==> src/rtl/dsp_result_streamer_if.sv <==
// rtl/dsp_result_streamer_if.sv - byte stream bundle for the DSP result streamer
// Purpose : groups the outgoing byte stream and its flow-control signal.
// Signals : out_data  [7:0] current stream byte (master -> slave)
//           out_valid       out_data valid      (master -> slave)
//           out_ready       sink accepts byte   (slave -> master)
interface dsp_result_streamer_if;
   logic [7:0] out_data;
   logic       out_valid;
   logic       out_ready;

   modport master (output out_data, output out_valid, input out_ready);
   modport slave  (input out_data, input out_valid, output out_ready);
endinterface

==> src/rtl/dsp_result_streamer.sv <==
// rtl/dsp_result_streamer.sv - snapshots DSP product words and streams them as a byte frame
// Purpose : on start, captures NUM_PROD 64-bit products and sends a frame
//           HDR_BYTE, product bytes (word 0 first, LSB byte first) and,
//           with macro DSP_STREAM_CHECKSUM_EN defined, an XOR checksum byte.
// Ports   : clk      sole clock, rising edge
//           reset    synchronous active-high reset
//           products NUM_PROD*64 product words, word k at [64k+63:64k]
//           start    snapshot-and-send request (ignored while busy)
//           busy     high from snapshot until the frame completes
//           done     one-cycle pulse after the last byte is accepted
//           stream   master side of the byte stream (out_data/out_valid/out_ready)
module dsp_result_streamer #(
   parameter int          NUM_PROD = 5,
   parameter logic [7:0]  HDR_BYTE = 8'hA5
) (
   input  logic                    clk,
   input  logic                    reset,
   input  logic [NUM_PROD*64-1:0]  products,
   input  logic                    start,
   output logic                    busy,
   output logic                    done,
   dsp_result_streamer_if.master   stream
);

   localparam int         NUM_BYTES = NUM_PROD * 8;
   localparam logic [5:0] LAST_IDX  = 6'(NUM_BYTES - 1);

   typedef enum logic [2:0] {
      S_IDLE,
      S_HDR,
      S_DATA,
`ifdef DSP_STREAM_CHECKSUM_EN
      S_CSUM,
`endif
      S_FIN
   } state_t;

   state_t                  r_state;
   logic [NUM_PROD*64-1:0]  r_snap;
   logic [5:0]              r_idx;
   logic [7:0]              r_out_data;
   logic                    r_out_valid;
   logic                    r_busy;
   logic                    r_done;

   logic                    w_xfer;
   logic                    w_last;
   logic [5:0]              w_next_idx;
   logic [7:0]              w_next_byte;

   assign w_xfer      = r_out_valid & stream.out_ready;
   assign w_last      = (r_idx == LAST_IDX);
   assign w_next_idx  = r_idx + 6'd1;
   // Byte n of the snapshot sits at bit offset 8*n; only the low byte of the shift is kept.
   assign w_next_byte = 8'(r_snap >> {w_next_idx, 3'b000});

`ifdef DSP_STREAM_CHECKSUM_EN
   logic [7:0] r_csum;
   logic [7:0] w_csum_next;
   assign w_csum_next = r_csum ^ r_out_data;
`endif

   always_ff @(posedge clk) begin
      if (reset) begin
         r_state     <= S_IDLE;
         r_snap      <= '0;
         r_idx       <= 6'd0;
         r_out_data  <= 8'h00;
         r_out_valid <= 1'b0;
         r_busy      <= 1'b0;
         r_done      <= 1'b0;
`ifdef DSP_STREAM_CHECKSUM_EN
         r_csum      <= 8'h00;
`endif
      end else begin
         case (r_state)
            S_IDLE: begin
               r_done <= 1'b0;
               if (start) begin
                  r_snap      <= products;
                  r_idx       <= 6'd0;
                  r_busy      <= 1'b1;
                  r_out_valid <= 1'b1;
                  r_out_data  <= HDR_BYTE;
`ifdef DSP_STREAM_CHECKSUM_EN
                  r_csum      <= 8'h00;
`endif
                  r_state     <= S_HDR;
               end
            end
            S_HDR: begin
               if (w_xfer) begin
                  r_out_data <= r_snap[7:0];
                  r_idx      <= 6'd0;
                  r_state    <= S_DATA;
               end
            end
            S_DATA: begin
               if (w_xfer) begin
                  if (w_last) begin
`ifdef DSP_STREAM_CHECKSUM_EN
                     r_csum      <= w_csum_next;
                     r_out_data  <= w_csum_next;
                     r_state     <= S_CSUM;
`else
                     r_out_valid <= 1'b0;
                     r_out_data  <= 8'h00;
                     r_done      <= 1'b1;
                     r_state     <= S_FIN;
`endif
                  end else begin
`ifdef DSP_STREAM_CHECKSUM_EN
                     r_csum      <= w_csum_next;
`endif
                     r_idx       <= w_next_idx;
                     r_out_data  <= w_next_byte;
                  end
               end
            end
`ifdef DSP_STREAM_CHECKSUM_EN
            S_CSUM: begin
               if (w_xfer) begin
                  r_out_valid <= 1'b0;
                  r_out_data  <= 8'h00;
                  r_done      <= 1'b1;
                  r_state     <= S_FIN;
               end
            end
`endif
            S_FIN: begin
               // busy is held through the done cycle so a start here is ignored.
               r_done  <= 1'b0;
               r_busy  <= 1'b0;
               r_state <= S_IDLE;
            end
            default: begin
               r_state <= S_IDLE;
            end
         endcase
      end
   end

   assign busy             = r_busy;
   assign done             = r_done;
   assign stream.out_data  = r_out_data;
   assign stream.out_valid = r_out_valid;

endmodule
==> src/flat_wrapper.sv <==
// flat-port wrapper written by rule: the top's interface ports become plain ports
module dsp_result_streamer_flat 
#(
   parameter int          NUM_PROD = 5,
   parameter logic [7:0]  HDR_BYTE = 8'hA5
)
  (clk, reset, products, start, busy, done, stream_out_data, stream_out_valid, stream_out_ready);
  dsp_result_streamer_if stream_i ();
  input  logic clk;
  input  logic reset;
  input  logic [NUM_PROD*64-1:0] products;
  input  logic start;
  output logic busy;
  output logic done;
  output wire logic [$bits(stream_i.out_data)-1:0] stream_out_data;
  output wire logic [$bits(stream_i.out_valid)-1:0] stream_out_valid;
  input wire logic [$bits(stream_i.out_ready)-1:0] stream_out_ready;
  assign stream_out_data = stream_i.out_data;
  assign stream_out_valid = stream_i.out_valid;
  assign stream_i.out_ready = stream_out_ready;
  dsp_result_streamer #(.NUM_PROD(NUM_PROD), .HDR_BYTE(HDR_BYTE)) u_core (.clk(clk), .reset(reset), .products(products), .start(start), .busy(busy), .done(done), .stream(stream_i));
endmodule
==> config.mk <==
export PLATFORM = sky130hd
export DESIGN_NAME = dsp_result_streamer_flat
export DESIGN_NICKNAME = d
export VERILOG_FILES = /design/src/rtl/dsp_result_streamer_if.sv /design/src/rtl/dsp_result_streamer.sv /design/src/flat_wrapper.sv
export SDC_FILE = /design/constraint.sdc
export NUM_CORES = 1
export LEC_CHECK = 0
export BUFFER_PORTS_ARGS = -buffer_cell sky130_fd_sc_hd__buf_2
export CAP_MARGIN = 0
export CORE_ASPECT_RATIO = 1.1
export CORE_MARGIN = 1.5
export CORE_UTILIZATION = 59
export DETAILED_ROUTE_END_ITERATION = 10
export PLACE_DENSITY = 0.86
export SYNTH_ARGS = -nofsm -noshare
export SYNTH_HDL_FRONTEND = slang
export SYNTH_SLANG_ARGS = --single-unit
==> constraint.sdc <==
create_clock -name clk -period 6.1 [get_ports clk]
set_clock_uncertainty 0.1 [all_clocks]
set_input_delay 0.915 -clock clk [delete_from_list [all_inputs] [get_ports clk]]
set_output_delay 0.915 -clock clk [all_outputs]
set_load 0.01 [all_outputs]
==> results of run 1 <==
-- cells in the final DEF (no fill, tap or decap), types with 13 or more instances in the layout --
| cell | count |
|---|---|
| nor2_1 | 62 |
| mux4_2 | 65 |
| dfxtp_1 | 338 |
| clkbuf_16 | 37 |
| buf_2 | 333 |
| nand2_1 | 675 |
| a21oi_1 | 334 |
| nor3_1 | 13 |
| o22ai_1 | 14 |
| mux2i_1 | 32 |
-- state kept, by name, indices dropped and copies added (netlist names) --
signal / count
u_core.done: 1
u_core.r_state: 2
u_core.r_idx: 6
u_core.busy: 1
u_core.stream.out_valid: 1
u_core.r_snap: 320
u_core.stream.out_data: 8
-- path summary, 6_finish.rpt --
kind	to	slack (ns)	cells past startpoint
worst max-delay path	u_core.stream.out_data[2]	2.58	7
worst min-delay path	u_core.r_snap[86]	0.35	2
worst max register to register	u_core.stream.out_data[2]	2.58	7
worst min register to register	u_core.r_snap[86]	0.35	2
-- area by class of cell --
type / instances / area (um^2) / area share (%)
multi-input combinational: 1336 / 7560 / 42.6
sequential: 339 / 6790 / 38.3
timing repair buffer: 347 / 1800 / 10.2
clock buffer: 45 / 986 / 5.56
tap: 310 / 388 / 2.19
clock inverter: 17 / 196 / 1.11
inverter: 3 / 11.3 / 0.0635
-- worst min-delay path, cell delays in order, from the launching register on --
cell     delay [ns]
dfxtp_1        0.31
nand2_1        0.05
a21oi_1        0.05
-- cells by family after synthesis --
family                   share of synthesized area [%]
buffers and inverters                             4.19
multiplexers                                      12.8
XOR/XNOR                                         0.402
flip-flops                                        45.5
adder cells (fa/ha/maj)                          0.503
AND/OR/NAND/NOR                                   21.5
AO/OA/AOI/OAI                                     15.2
-- power by group through the flow --
stage / clock network (W) / logic [W] / registers [W]
after floorplan: 0 / 0.00145 / 0.00281
after global routing: 0.00231 / 0.00215 / 0.00293
after global placement: 0 / 0.00185 / 0.00292
after detailed placement: 0 / 0.00191 / 0.00293
after CTS: 0.00221 / 0.00193 / 0.00289
final: 0.00220 / 0.00194 / 0.00290
-- layer usage --
layer	part of all wire, %	GRT usage [%]	up-vias
li1	-	-	6658
met1	38	43.0	6667
met2	48	53.5	750
met3	8.7	5.41	156
met4	5.7	19.8	0
met5	0	0	-
-- metrics by stage --
| step | cells | power (W) | area [um^2] | hold WS [ns] |
|---|---|---|---|---|
| 6_report | 2397 | 0.00705 | 17700 | 0.354 |
| 3_3_place_gp | 2335 | 0.00477 | 16600 | 0.338 |
| 4_1_cts | 2397 | 0.00703 | 17700 | 0.355 |
| 3_5_place_dp | 2335 | 0.00484 | 16600 | 0.344 |
| 5_1_grt | 2397 | 0.00739 | 17700 | 0.370 |
| 2_1_floorplan | 1827 | 0.00426 | 14900 | 0.331 |
==> flow_summary.toml, run 1 <==
[outcome]
status = "completed"

[placement]
dpl_worst_slack_ns = 2.54
portBuffers = 334
finalWeightedCongestion = 0.895
hpwlAfterDp_um = 31400

[timing]
period_share_pct = 57.6
finalSetupViolCount = 0
setup_repair_after_global_routing_missed_its_margin = "no"
fmaxAchievable_mhz = 284
clock_period_minus_worst_slack_ns = 3.52
max_slew_margin_pct = 37.5
postLayoutSetupSlackWorst_ns = 2.58
final_max_slew_viol_count = 0
fin_setup_tns_ns = 0
worst_pin_slew_ns = 0.937
final_hold_viol_count = 0

[clock_tree]
setup_buffers_after_cts = 0
number_of_buffers_created_by_cts = 35
cts.clk_slew.worst_paths_ns = 0.06
insertion_delay_ns = 0.51
cts.sink_count = 339
number_of_resized_instances_in_the_post_cts_repair_step = 0
cts_htree_levels = 2
cts-root-to-sink-buffers = 3
ctsHoldBuffers = 0
ctsRootBufferMaster = "clkbuf_16"
cts_tree = "yes"

[die]
design.die.area_um2 = 26300
initial_core_util_pct = 60.6
die-height_um = 170
die-width_um = 155
std_cell_rows = 60
design.portCount = 335
core-area_um2 = 24600

[yosys]
postSynthRegisterBits = 339
synth-edff-count = 0
synth-seq-area-share_pct = 45.5
syn_area_per_cell_um2 = 8.17
synth_most_common_cell = "nand2_1"
ys_top_cells_by_area = "dfxtp_1 45%, nand2_1 17%, a21oi_1 11%"
synth_top_cells_by_count = "676 x nand2_1, 339 x dfxtp_1, 334 x a21oi_1"
synthDominantAreaCellType = "dfxtp_1"
syn-num-nets = 2157
netlist_instances = 1827
synth_top_flop_cell = "dfxtp_1"
synth_top_area_share_pct = 45.5
synth.distinct_cells = 57
yosys_warnings = 0
asyncSetResetFlopFracSynth_pct = 0
syn-cell-area_um2 = 14900

[drt]
number_of_search_and_repair_iterations_in_the_first_detailed_routing_pass = 5
initialDrtViolationCount = 1485
drc = 0
detail_route.vias_per_cell = 5.94
detailroute.via_count = 14200
wire_per_inst_um = 18.6
drt-total-wl_um = 44700
ant_nets = 0

[setup_path]
cp_num_buf_inv = 1
critPathArrivalTime_ns = 3.78
critPathCaptureType = "register"
worst_path_largest_cell_delay_ns = 0.73
worstPathCellList = "ha_4, buf_4, mux4_2, nor2_1, o22ai_1, a221oi_1, a2111oi_2"
crit_type = "reg2reg"
crit_required_ns = 6.36
worst_r2r_src = "u_core.r_idx[0]"
timing.critical_path.from_type = "register"
startpoint = "u_core.r_idx[0]"
crit_path_max_fanout = 51
critPathSlowestCell = "ha_4"
timing.critical_path.max_delay_family = "adder cells"

[global_routing]
grt_pass1_wl_um = 69300
grt_pass1_vias = 13500
globalRouteTotalUtil_pct = 33.4
global_route.overflow_total = 0
antenna_found_initial = 0
grt_start_max_net_pins = 156

[cells_and_area]
final_layout_size_suffix_gt1_share_pct = 23.7
synthToLayoutAreaGrowth_pct = 18.9
n_fill_cell = 1790
n_antenna_cell = 0
design.final.nets = 2392
final_util_pct = 72.0

[pwr]
power.share.sequential_pct = 41.2
power_frac_comb_pct = 27.6
internal_power_w = 0.00465
cellLeakagePower_nw = 7.04
power_density_cells_nw_per_um2 = 397
clockPowerShare_pct = 31.2
total_switching_power_w = 0.00239
power.share.switching_pct = 34.0
ir_drop_mv = 0.364

[run]
maxCapViolCount = 0

[worst_hold_path]
hp-start = "u_core.r_snap[86]"
hp-class = "reg2reg"
No activity file was read; power rests on OpenSTA's default activity.
==> inputs of run 2 (changes only) <==
--- a/config.mk
+++ b/config.mk
@@ -5,13 +5,14 @@
 export SDC_FILE = /design/constraint.sdc
 export NUM_CORES = 1
 export LEC_CHECK = 0
+export ABC_AREA = 1
 export BUFFER_PORTS_ARGS = -buffer_cell sky130_fd_sc_hd__buf_2
 export CAP_MARGIN = 0
 export CORE_ASPECT_RATIO = 1.1
 export CORE_MARGIN = 1.5
-export CORE_UTILIZATION = 59
+export CORE_UTILIZATION = 55
 export DETAILED_ROUTE_END_ITERATION = 10
-export PLACE_DENSITY = 0.86
+export PLACE_DENSITY = 0.81
 export SYNTH_ARGS = -nofsm -noshare
 export SYNTH_HDL_FRONTEND = slang
 export SYNTH_SLANG_ARGS = --single-unit
==> constraint.sdc (replaced) <==
create_clock -name clk -period 3.5 [get_ports clk]
set_clock_uncertainty 0.1 [all_clocks]
set_input_delay 0.525 -clock clk [delete_from_list [all_inputs] [get_ports clk]]
set_output_delay 0.525 -clock clk [all_outputs]
set_load 0.01 [all_outputs]
==> run 2 against run 1 <==
Cell area grew 0.44%. First-iteration DRC count up 8.1%. Die area increased by 7.9%. Clock power grew 65%. Power rose by 96%. Global-route usage is 1.8 points lower. Critical path type unchanged. Largest cell class is now registers.
==> flow_summary.toml, run 2 <==
[outcome]
status = "completed"

[timing]
period_share_pct = 75.9
setup_repair_after_global_routing_missed_its_margin = "no"
fmaxAchievable_mhz = 376
clock_period_minus_worst_slack_ns = 2.66
final_hold_viol_count = 0
final_max_slew_viol_count = 0
worst_pin_slew_ns = 0.913
max_slew_margin_pct = 39.2
fin_setup_tns_ns = 0
finalSetupViolCount = 0

[clock_tree]
setup_buffers_after_cts = 0
cts.sink_count = 339
ctsHoldBuffers = 0
cts_htree_levels = 2
insertion_delay_ns = 0.51
cts_tree = "yes"
cts.clk_slew.worst_paths_ns = 0.06
number_of_buffers_created_by_cts = 34
cts-root-to-sink-buffers = 3
number_of_resized_instances_in_the_post_cts_repair_step = 0
ctsRootBufferMaster = "clkbuf_16"

[yosys]
ys_top_cells_by_area = "dfxtp_1 45%, o21ai_0 13%, a21oi_1 8.5%"
synthDominantAreaCellType = "dfxtp_1"
main_combinational_cell_family_by_area_after_synthesis = "compound AO/OA/AOI/OAI gates"
share_of_the_synthesized_netlist_area_taken_by_xor_and_xnor_gates_pct = 0.366
syn-cell-area_um2 = 15000
synthesized_area_fraction_occupied_by_adder_cells_pct = 0.500
yosys_warnings = 0
synth_most_common_cell = "o21ai_0"
postSynthRegisterBits = 339
syn-num-nets = 2483
syn_area_per_cell_um2 = 6.98
synth-edff-count = 0
asyncSetResetFlopFracSynth_pct = 0
synth.area.mux_share_pct = 0
synth_top_area_share_pct = 45.2
synth-seq-area-share_pct = 45.2
synth_top_flop_cell = "dfxtp_1"
netlist_instances = 2153
synthSimpleGateAreaFrac_pct = 19.5
synth.distinct_cells = 31
synth_top_cells_by_count = "389 x o21ai_0, 339 x dfxtp_1, 281 x nor2_1"
synth-compound-area-share_pct = 24.4

[setup_path]
critPathCaptureType = "register"
critPathSlowestCell = "nor2_1"
worst_path_largest_cell_delay_ns = 0.49
ff2ff_setup_slack_ns = 0.84
crit_required_ns = 3.83
timing.critical_path.from_type = "register"
startpoint = "u_core.r_state[1]"
critPathArrivalTime_ns = 2.99
worstPathCellList = "inv_1, ha_1, o21ai_1, nand2_1, nor2_2, inv_1, nor2_1, o21ai_0, a31oi_1"
worst-r2r-cell-count = 9
critical_path.reg2reg.endpoint = "u_core.r_idx[0]"
crit_path_max_fanout = 9
worst_r2r_src = "u_core.r_state[1]"
path_depth = 9
cp_num_buf_inv = 2
timing.critical_path.max_delay_family = "simple AND/OR/NAND/NOR gates"
critical_path_sink = "u_core.r_idx[0]"
crit_top_cell = "inv_1"
crit_type = "reg2reg"

[drt]
number_of_search_and_repair_iterations_in_the_first_detailed_routing_pass = 6
detailroute.via_count = 15300
ant_nets = 0
detail_route.vias_per_cell = 5.55
drc = 0
wire_per_inst_um = 16.7
initialDrtViolationCount = 1606
drt-total-wl_um = 46100

[cells_and_area]
multi_input_area_um2 = 6750
synthToLayoutAreaGrowth_pct = 18.6
seqCellArea_um2 = 6790
largest_register_ffs = 320
n_fill_cell = 2353
final_layout_size_suffix_gt1_share_pct = 17.9
final_common_cell = "o21ai_0"
regMostFlops = "u_core.r_snap"
final_cell_mix = "389 x o21ai_0, 338 x dfxtp_1, 334 x buf_2"
design.final.nets = 2701
finish.cell_count_without_fillers = 2754

[pwr]
internal_power_w = 0.00858
ir_drop_mv = 0.506
power_frac_comb_pct = 35.6
clockPowerShare_pct = 26.3
cellLeakagePower_nw = 7.71
total_switching_power_w = 0.00524
power.share.sequential_pct = 38.1
power.share.switching_pct = 37.9
power_density_cells_nw_per_um2 = 776

[global_routing]
grt_pass1_vias = 14300
global_route.overflow_total = 0
globalRouteTotalUtil_pct = 31.7
grt_start_max_net_pins = 141
antenna_found_initial = 2
grt_pass1_wl_um = 71700

[die]
std_cell_rows = 63
design.die.area_um2 = 28300
die-width_um = 161
core-area_um2 = 26900
die-height_um = 176
design.portCount = 335
initial_core_util_pct = 55.9

[placement]
finalWeightedCongestion = 0.903
placed_cells_incl_taps = 2692
portBuffers = 334
hpwlAfterDp_um = 32100

[run]
maxCapViolCount = 0

[worst_hold_path]
hp-start = "products[302]"
hold_path_depth = 3
hp-class = "in2reg"
==> run 2: cell types whose count changed after synthesis, sizes merged, moves of 11 or more <==
cell    before  now
mux4        65    0
mux2        11    0
nor3b       12    0
clkbuf     118  133
mux2i       32    0
a21oi      334  258
o211ai       4   36
nor2        62  283
o21ai        7  402
inv          3  216
nor3        13    1
nand2      676  242
nand3        9  182
==> run 2: logic make-up after synthesis <==
kind of cell,Yosys count
AND/OR/NAND/NOR,710
AO/OA/AOI/OAI,707
buffers and inverters,389
flip-flops,339
adder cells (fa/ha/maj),6
XOR/XNOR,2
==> run 2: through the flow <==
stage                     instance area, um^2  total power, W  util [%]  setup slack, ns  hold WS, ns
after floorplan                         15000         0.00882         -             1.49        0.329
after global placement                  16700         0.00998      62.1            0.961        0.339
after detailed placement                16700          0.0101      62.1            0.884        0.342
after CTS                               17800          0.0138      66.3            0.868        0.157
after global routing                    17800          0.0147      66.3            0.619        0.172
final                                   17800          0.0138      66.3            0.843        0.165
==> run 2: cell type report <==
type	instances	share of cell area, %
flip-flops and latches	339	38.1
multi-input cells	1425	37.9
repair buffers	354	10.6
clock buffers	53	5.93
inverters	217	4.64
well taps	357	2.51
clock inverters	7	0.337
diodes	2	0.0281
==> run 2: per-layer routing <==
| layer | GRT usage, % | wire length [um] | vias up |
|---|---|---|---|
| met5 | 0 | 0 | - |
| met4 | 15.9 | 2070 | 0 |
| met3 | 5.50 | 3610 | 119 |
| met2 | 51.4 | 21100 | 677 |
| met1 | 40.8 | 19300 | 6973 |
| li1 | - | - | 7508 |
==> run 2: worst reg2reg max path: cells and delay by family (launching register included) <==
family	cells	cell delay, ns
AOI/OAI and AO/OA	3	0.49
adders and majority gates	1	0.33
buffers and inverters	2	0.36
DFF	1	0.40
and+or+nand+nor	3	0.90
==> run 2: how the worst min path moves through the flow <==
stage	end
2_1_floorplan	u_core.r_snap[100]
3_3_place_gp	u_core.r_snap[66]
3_5_place_dp	u_core.r_snap[36]
4_1_cts	u_core.r_snap[271]
5_1_grt	u_core.r_snap[298]
6_report	u_core.r_snap[302]
==> run 2: power groups by stage <==
stage	combinational [W]	clock, W	sequential (W)
2_1_floorplan	0.00359	0	0.00523
3_3_place_gp	0.00469	0	0.00529
3_5_place_dp	0.00481	0	0.00533
4_1_cts	0.00487	0.00367	0.00525
5_1_grt	0.00554	0.00384	0.00536
6_report	0.00492	0.00364	0.00527
